===== src/rtl/uart_hex_loader_if.sv =====
// uart_hex_loader_if: groups the receive, sram-write and echo-transmit
// signals of the hex loader. The loader uses the master modport; the uart
// and sram side (or a testbench standing in for them) uses the slave modport.
interface uart_hex_loader_if #(
   parameter int DATA_WIDTH = 18,
   parameter int ADDR_WIDTH = 11
);
   logic                  rx_valid;
   logic [7:0]            rx_byte;
   logic                  rx_error;
   logic                  sram_we;
   logic [ADDR_WIDTH-1:0] sram_addr;
   logic [DATA_WIDTH-1:0] sram_data;
   logic                  tx_start;
   logic [7:0]            tx_data;
   logic                  tx_busy;

   modport master (
      input  rx_valid, rx_byte, rx_error, tx_busy,
      output sram_we, sram_addr, sram_data, tx_start, tx_data
   );

   modport slave (
      output rx_valid, rx_byte, rx_error, tx_busy,
      input  sram_we, sram_addr, sram_data, tx_start, tx_data
   );
endinterface


===== src/rtl/uart_hex_loader.sv =====
// uart_hex_loader: parses ASCII hex words arriving from the uart receiver
// and writes each completed word into sram at BASE_ADDR + index.
// Words are delimited by space, comma, CR or LF; other non-hex bytes are
// ignored without disturbing the partial word.
// Optional macro LOADER_ECHO_EN: when defined, every byte accepted while
// loading is echoed back on tx_start/tx_data (dropped if the uart is busy).
// When undefined, tx_start/tx_data are tied low.
module uart_hex_loader #(
   parameter int DATA_WIDTH = 18,
   parameter int ADDR_WIDTH = 11,
   parameter int BASE_ADDR  = 0,
   parameter int WORD_COUNT = 32,
   parameter int MAX_DIGITS = 5,
   localparam int WL_W      = $clog2(WORD_COUNT) + 1
) (
   input  logic                 clk,
   input  logic                 reset_n,
   input  logic                 start,
   uart_hex_loader_if.master    bus,
   output logic                 busy,
   output logic                 done,
   output logic [WL_W-1:0]      words_loaded,
   output logic                 err_digits,
   output logic                 err_rx
);

   localparam int CNT_W = $clog2(MAX_DIGITS + 1);

   typedef enum logic [1:0] {
      S_IDLE = 2'd0,
      S_LOAD = 2'd1,
      S_DONE = 2'd2
   } state_t;

   // Returns {is_hex, nibble} for an ASCII byte.
   function automatic logic [4:0] hex_decode(input logic [7:0] b);
      logic [4:0] r;
      if ((b >= 8'h30) && (b <= 8'h39)) begin
         r = {1'b1, b[3:0]};
      end else if (((b >= 8'h41) && (b <= 8'h46)) || ((b >= 8'h61) && (b <= 8'h66))) begin
         r = {1'b1, b[3:0] + 4'd9};
      end else begin
         r = 5'd0;
      end
      return r;
   endfunction

   // True for the word delimiters: space, comma, CR, LF.
   function automatic logic is_delim(input logic [7:0] b);
      logic r;
      case (b)
         8'h20, 8'h2C, 8'h0D, 8'h0A: r = 1'b1;
         default:                    r = 1'b0;
      endcase
      return r;
   endfunction

   state_t                state_q, state_d;
   logic [DATA_WIDTH-1:0] acc_q, acc_d;
   logic [CNT_W-1:0]      cnt_q, cnt_d;
   logic [WL_W-1:0]       words_q, words_d;
   logic                  err_digits_q, err_digits_d;
   logic                  err_rx_q, err_rx_d;
   logic                  busy_q, busy_d;
   logic                  done_q, done_d;
   logic                  sram_we_q, sram_we_d;
   logic [ADDR_WIDTH-1:0] sram_addr_q, sram_addr_d;
   logic [DATA_WIDTH-1:0] sram_data_q, sram_data_d;
   logic                  tx_start_d;
   logic [7:0]            tx_data_d;
   logic [4:0]            hex_s;
   logic                  delim_s;

   assign hex_s   = hex_decode(bus.rx_byte);
   assign delim_s = is_delim(bus.rx_byte);

   // Next-state: start restarts, rx_error drops the partial word, bytes parse in S_LOAD.
   always_comb begin
      state_d      = state_q;
      acc_d        = acc_q;
      cnt_d        = cnt_q;
      words_d      = words_q;
      err_digits_d = err_digits_q;
      err_rx_d     = err_rx_q;
      sram_we_d    = 1'b0;
      sram_addr_d  = sram_addr_q;
      sram_data_d  = sram_data_q;
      tx_start_d   = 1'b0;
      tx_data_d    = 8'd0;

      if (start) begin
         state_d      = S_LOAD;
         acc_d        = {DATA_WIDTH{1'b0}};
         cnt_d        = {CNT_W{1'b0}};
         words_d      = {WL_W{1'b0}};
         err_digits_d = 1'b0;
         err_rx_d     = 1'b0;
      end else if (state_q == S_LOAD) begin
         if (bus.rx_error) begin
            acc_d    = {DATA_WIDTH{1'b0}};
            cnt_d    = {CNT_W{1'b0}};
            err_rx_d = 1'b1;
         end else if (bus.rx_valid) begin
            tx_start_d = ~bus.tx_busy;
            tx_data_d  = bus.rx_byte;
            if (hex_s[4]) begin
               if (cnt_q < CNT_W'(MAX_DIGITS)) begin
                  acc_d = {acc_q[DATA_WIDTH-5:0], hex_s[3:0]};
                  cnt_d = cnt_q + {{(CNT_W-1){1'b0}}, 1'b1};
               end else begin
                  err_digits_d = 1'b1;
               end
            end else if (delim_s && (cnt_q != {CNT_W{1'b0}})) begin
               sram_we_d   = 1'b1;
               sram_addr_d = ADDR_WIDTH'(BASE_ADDR) + ADDR_WIDTH'(words_q);
               sram_data_d = acc_q;
               acc_d       = {DATA_WIDTH{1'b0}};
               cnt_d       = {CNT_W{1'b0}};
               words_d     = words_q + {{(WL_W-1){1'b0}}, 1'b1};
               if ((words_q + {{(WL_W-1){1'b0}}, 1'b1}) == WL_W'(WORD_COUNT)) begin
                  state_d = S_DONE;
               end else begin
                  state_d = S_LOAD;
               end
            end else begin
               // Repeated delimiters and non-hex bytes leave the partial word intact.
               acc_d = acc_q;
            end
         end else begin
            acc_d = acc_q;
         end
      end else begin
         state_d = state_q;
      end

      busy_d = (state_d == S_LOAD);
      done_d = (state_d == S_DONE);
   end

   // State and registered outputs; synchronous active-low reset clears everything.
   always_ff @(posedge clk) begin
      if (!reset_n) begin
         state_q      <= S_IDLE;
         acc_q        <= {DATA_WIDTH{1'b0}};
         cnt_q        <= {CNT_W{1'b0}};
         words_q      <= {WL_W{1'b0}};
         err_digits_q <= 1'b0;
         err_rx_q     <= 1'b0;
         busy_q       <= 1'b0;
         done_q       <= 1'b0;
         sram_we_q    <= 1'b0;
         sram_addr_q  <= {ADDR_WIDTH{1'b0}};
         sram_data_q  <= {DATA_WIDTH{1'b0}};
      end else begin
         state_q      <= state_d;
         acc_q        <= acc_d;
         cnt_q        <= cnt_d;
         words_q      <= words_d;
         err_digits_q <= err_digits_d;
         err_rx_q     <= err_rx_d;
         busy_q       <= busy_d;
         done_q       <= done_d;
         sram_we_q    <= sram_we_d;
         sram_addr_q  <= sram_addr_d;
         sram_data_q  <= sram_data_d;
      end
   end

`ifdef LOADER_ECHO_EN
   logic       tx_start_q;
   logic [7:0] tx_data_q;

   // Echo register: one-cycle tx pulse carrying the accepted byte.
   always_ff @(posedge clk) begin
      if (!reset_n) begin
         tx_start_q <= 1'b0;
         tx_data_q  <= 8'd0;
      end else begin
         tx_start_q <= tx_start_d;
         tx_data_q  <= tx_start_d ? tx_data_d : tx_data_q;
      end
   end

   assign bus.tx_start = tx_start_q;
   assign bus.tx_data  = tx_data_q;
`else
   logic       unused_echo_s;
   assign unused_echo_s = bus.tx_busy ^ tx_start_d ^ (^tx_data_d);
   assign bus.tx_start  = 1'b0;
   assign bus.tx_data   = 8'd0;
`endif

   assign bus.sram_we   = sram_we_q;
   assign bus.sram_addr = sram_addr_q;
   assign bus.sram_data = sram_data_q;
   assign busy          = busy_q;
   assign done          = done_q;
   assign words_loaded  = words_q;
   assign err_digits    = err_digits_q;
   assign err_rx        = err_rx_q;

endmodule


===== src/flat_wrapper.sv =====
// flat-port wrapper written by rule: the top's interface ports become plain ports
module uart_hex_loader_flat 
#(
   parameter int DATA_WIDTH = 18,
   parameter int ADDR_WIDTH = 11,
   parameter int BASE_ADDR  = 0,
   parameter int WORD_COUNT = 32,
   parameter int MAX_DIGITS = 5,
   localparam int WL_W      = $clog2(WORD_COUNT) + 1
)
  (clk, reset_n, start, busy, done, words_loaded, err_digits, err_rx, bus_rx_valid, bus_rx_byte, bus_rx_error, bus_tx_busy, bus_sram_we, bus_sram_addr, bus_sram_data, bus_tx_start, bus_tx_data);
  uart_hex_loader_if #(.DATA_WIDTH(DATA_WIDTH), .ADDR_WIDTH(ADDR_WIDTH)) bus_i ();
  input  logic clk;
  input  logic reset_n;
  input  logic start;
  output logic busy;
  output logic done;
  output logic [WL_W-1:0] words_loaded;
  output logic err_digits;
  output logic err_rx;
  input wire logic [$bits(bus_i.rx_valid)-1:0] bus_rx_valid;
  input wire logic [$bits(bus_i.rx_byte)-1:0] bus_rx_byte;
  input wire logic [$bits(bus_i.rx_error)-1:0] bus_rx_error;
  input wire logic [$bits(bus_i.tx_busy)-1:0] bus_tx_busy;
  output wire logic [$bits(bus_i.sram_we)-1:0] bus_sram_we;
  output wire logic [$bits(bus_i.sram_addr)-1:0] bus_sram_addr;
  output wire logic [$bits(bus_i.sram_data)-1:0] bus_sram_data;
  output wire logic [$bits(bus_i.tx_start)-1:0] bus_tx_start;
  output wire logic [$bits(bus_i.tx_data)-1:0] bus_tx_data;
  assign bus_i.rx_valid = bus_rx_valid;
  assign bus_i.rx_byte = bus_rx_byte;
  assign bus_i.rx_error = bus_rx_error;
  assign bus_i.tx_busy = bus_tx_busy;
  assign bus_sram_we = bus_i.sram_we;
  assign bus_sram_addr = bus_i.sram_addr;
  assign bus_sram_data = bus_i.sram_data;
  assign bus_tx_start = bus_i.tx_start;
  assign bus_tx_data = bus_i.tx_data;
  uart_hex_loader #(.DATA_WIDTH(DATA_WIDTH), .ADDR_WIDTH(ADDR_WIDTH), .BASE_ADDR(BASE_ADDR), .WORD_COUNT(WORD_COUNT), .MAX_DIGITS(MAX_DIGITS)) u_core (.clk(clk), .reset_n(reset_n), .start(start), .bus(bus_i), .busy(busy), .done(done), .words_loaded(words_loaded), .err_digits(err_digits), .err_rx(err_rx));
endmodule

===== config.mk =====
export PLATFORM = sky130hd
export DESIGN_NAME = uart_hex_loader_flat
export DESIGN_NICKNAME = d
export VERILOG_FILES = /design/src/rtl/uart_hex_loader_if.sv /design/src/rtl/uart_hex_loader.sv /design/src/flat_wrapper.sv
export SDC_FILE = /design/constraint.sdc
export NUM_CORES = 1
export LEC_CHECK = 0
export ABC_AREA = 1
export BUFFER_PORTS_ARGS = -buffer_cell sky130_fd_sc_hd__buf_2
export CORE_ASPECT_RATIO = 1.2
export CORE_MARGIN = 4
export CORE_UTILIZATION = 57
export CTS_BUF_LIST = sky130_fd_sc_hd__clkbuf_4
export CTS_CLUSTER_DIAMETER = 50
export DETAILED_ROUTE_END_ITERATION = 16
export PLACE_DENSITY = 0.82
export SYNTH_ARGS = -nofsm -noshare
export SYNTH_HDL_FRONTEND = slang
export SYNTH_SLANG_ARGS = --single-unit
export TNS_END_PERCENT = 1

===== constraint.sdc =====
create_clock -name clk -period 2.2 [get_ports clk]
set_input_delay 0.22 -clock clk [delete_from_list [all_inputs] [get_ports clk]]
set_output_delay 0.22 -clock clk [all_outputs]
set_load 0.1 [all_outputs]

==> results.toml <==
[pwr]
leakage_nw = 1.70
p_total_w = 0.00224
ir_drop_mv = 0.293
power.density_nw_per_um2 = 631

[clocking]
cts_made_buffers = 9
ctsResizeCount = 0
tritoncts = "yes"
h-tree-depth = 3
cts_root_buf = "clkbuf_4"
clk_pin_slew_ps = 100
clock-sinks = 58
hold_buffers = 0
clockBufferDepth = 2
clock_latency_ps = 400
post_cts.repair.setup_buffers = 0

[die]
core_um2 = 5370
fp.dieArea_um2 = 6870
die_x_um = 76.3
initial_core_util_pct = 59.5
core.rowCount = 29
ios = 63
die_h_um = 90.0

[setup_path]
critPathKind = "register to register"
crit_required_ps = 2540
worstPathArrival_ps = 2370
cp-start-kind = "register"
crit_path_end_kind = "register"
cp_max_fo = 24

[placement]
dp_slack_ps = 152
hpwl_mm = 4.92
port_buffers = 47
dp_cells = 552
globalplace.congestion = 0.791

[timing]
worst_slew_pin_slew_ps = 731
tns_ps = 0
slew_viol_final = 0
fin_crit_sh_pct = 92.3
finalCriticalPeriod_ps = 2030
maxSlewHeadroom_pct = 51.2
report.final.hold_viol_count = 0
fmax_ghz = 0.492
setup_ws_ps = 169
clock_skew_ps = 9.40
setup_viol = 0
rsz0062_at_grt = "no"

[yosys]
synth_xor_area_share_pct = 1.10
ys_ff_latch = 58
synth_adder_area_share_pct = 3.53
syn_area_um2 = 3190
ys_seq_area_share_pct = 36.3
synth_compound_area_share_pct = 3.25
synthCells = 457
synth_top_family_by_area = "simple AND/OR/NAND/NOR gates"
ys_types = 33
yosys_warnings = 0
synth-simple-area-share_pct = 41.8
muxShareOfSynthArea_pct = 0
postSynthAreaPerCell_um2 = 6.99

[grt]
grt_max_degree = 26
grt.busiest_layer = "met2"
use_met2_pct = 36.1
grt_pass1_wl_mm = 11.6
met3_usage_pct = 4.10
grt_overflow = 0
grtUsageMet1_pct = 22.4
antenna_found_initial = 0
grt_usage_pct = 20.2
grt_pass1_vias = 2700

[final_layout]
diodes = 0
most-common-layout-cells = "nand2_1 (101), nor2_1 (79), dfxtp_1 (58), buf_2 (47), inv_1 (44)"
seq_area_um2 = 1160
layout_commonest_cell = "nand2_1"
drive_gt1_share_pct = 22.1
area_growth_pct = 11.0
multi_input_area_um2 = 1640
n_fill_cell = 489
fin_cells = 568
final_util_pct = 66.1
nNetsFinal = 524

[drt]
vias = 2900
first_iter_violations = 185
routed_via_density = 5.11
postRouteAntennaNets = 0
wl_per_cell_um = 11.8
first_pass_iters = 4
drt-total-wl_mm = 6.71
drc = 0

[hold_path]
hold_class = "primary input to register"

[flow_run]
maxCapViolations = 0

[outcome]
status = "completed"
-- kinds of logic after synthesis --
group,Yosys count
compound gates,19
xor+xnor,4
fa+ha+maj,9
buf+inv,88
flops,58
other cells,1
simple gates,278
-- sequential cells by signal, summed over array words and instances (netlist names) --
| register | count |
|---|---|
| u_core.done | 1 |
| u_core.acc_q | 18 |
| u_core.bus.sram_addr | 6 |
| u_core.bus.sram_we | 1 |
| u_core.words_loaded | 6 |
| u_core.cnt_q | 3 |
| u_core.err_digits | 1 |
| u_core.state_q | 2 |
| u_core.busy | 1 |
| u_core.bus.sram_data | 18 |
| u_core.err_rx | 1 |
-- final timing paths --
| kind | start | endpoint | slack (ps) | depth (start not counted) |
|---|---|---|---|---|
| worst min register to register | u_core.bus.sram_addr[0] | u_core.bus.sram_addr[0] | 470 | 2 |
| worst max register to register | u_core.cnt_q[0] | u_core.bus.sram_data[6] | 170 | 11 |
| worst min-delay path | bus_rx_error | u_core.cnt_q[2] | 180 | 4 |
| worst max-delay path | u_core.cnt_q[0] | u_core.bus.sram_data[6] | 170 | 11 |
-- per-layer routing --
layer | vias up | share of wire, %
li1 | 1505 | -
met2 | 78 | 51
met5 | - | 0
met3 | 16 | 5.4
met4 | 0 | 2.6
met1 | 1301 | 41
-- critical path, cell delays in order (launching register included) --
cell and delay, ps:
dfxtp_1 430, inv_1 70, ha_1 200, inv_1 60
nor2_1 50, nor2_2 120, nand3_2 150, nor2_4 260
nand2_4 150, nor2_8 290, nor2_1 70, nor2_1 110
-- cell type report --
cell class                 instances  share of cell area, %
sequential                        58                   32.7
tap                               62                   2.19
multi-input combinational        324                   46.3
clock buffer                      10                   2.12
timing repair buffer              59                   9.17
clock inverter                     6                   2.29
inverter                          49                   5.19
-- cell usage after synthesis --
cell type / count / area share [%]
a21oi_1: 13 / 2.0
a21oi_2: 1 / 0.27
and2_1: 1 / 0.20
buf_1: 2 / 0.24
buf_12: 1 / 0.63
buf_2: 8 / 1.3
buf_4: 16 / 3.8
buf_6: 2 / 0.71
buf_8: 1 / 0.47
clkbuf_1: 9 / 1.1
clkinv_1: 2 / 0.24
conb_1: 1 / 0.12
dfxtp_1: 58 / 36
ha_1: 9 / 3.5
inv_1: 44 / 5.2
inv_2: 3 / 0.35
nand2_1: 101 / 12
nand2_2: 2 / 0.39
nand2_4: 3 / 1.1
nand3_1: 36 / 5.6
nand3_2: 14 / 4.4
nand3b_1: 1 / 0.24
nand4_1: 26 / 5.1
nor2_1: 79 / 9.3
nor2_2: 11 / 2.2
nor2_4: 1 / 0.35
nor2_8: 1 / 0.63
nor3_2: 1 / 0.31
nor4_1: 1 / 0.20
o21a_1: 1 / 0.24
o21ai_0: 3 / 0.47
o21bai_1: 1 / 0.24
xor2_1: 4 / 1.1
-- power by group --
| group | internal [W] | switching, W |
|---|---|---|
| clock network | 0.000466 | 0.000387 |
| logic | 0.0000642 | 0.000255 |
| registers | 0.00106 | 0.00000575 |
| total | 0.00159 | 0.000648 |
-- metrics by stage --
| stage | hold slack (ps) | instance area, µm² |
|---|---|---|
| 5_1_grt | 176 | 3550 |
| 6_report | 178 | 3550 |
| 3_3_place_gp | 444 | 3390 |
| 3_5_place_dp | 452 | 3390 |
| 4_1_cts | 150 | 3550 |
| 2_1_floorplan | 352 | 3240 |
Power figures use the tool's default switching activity.
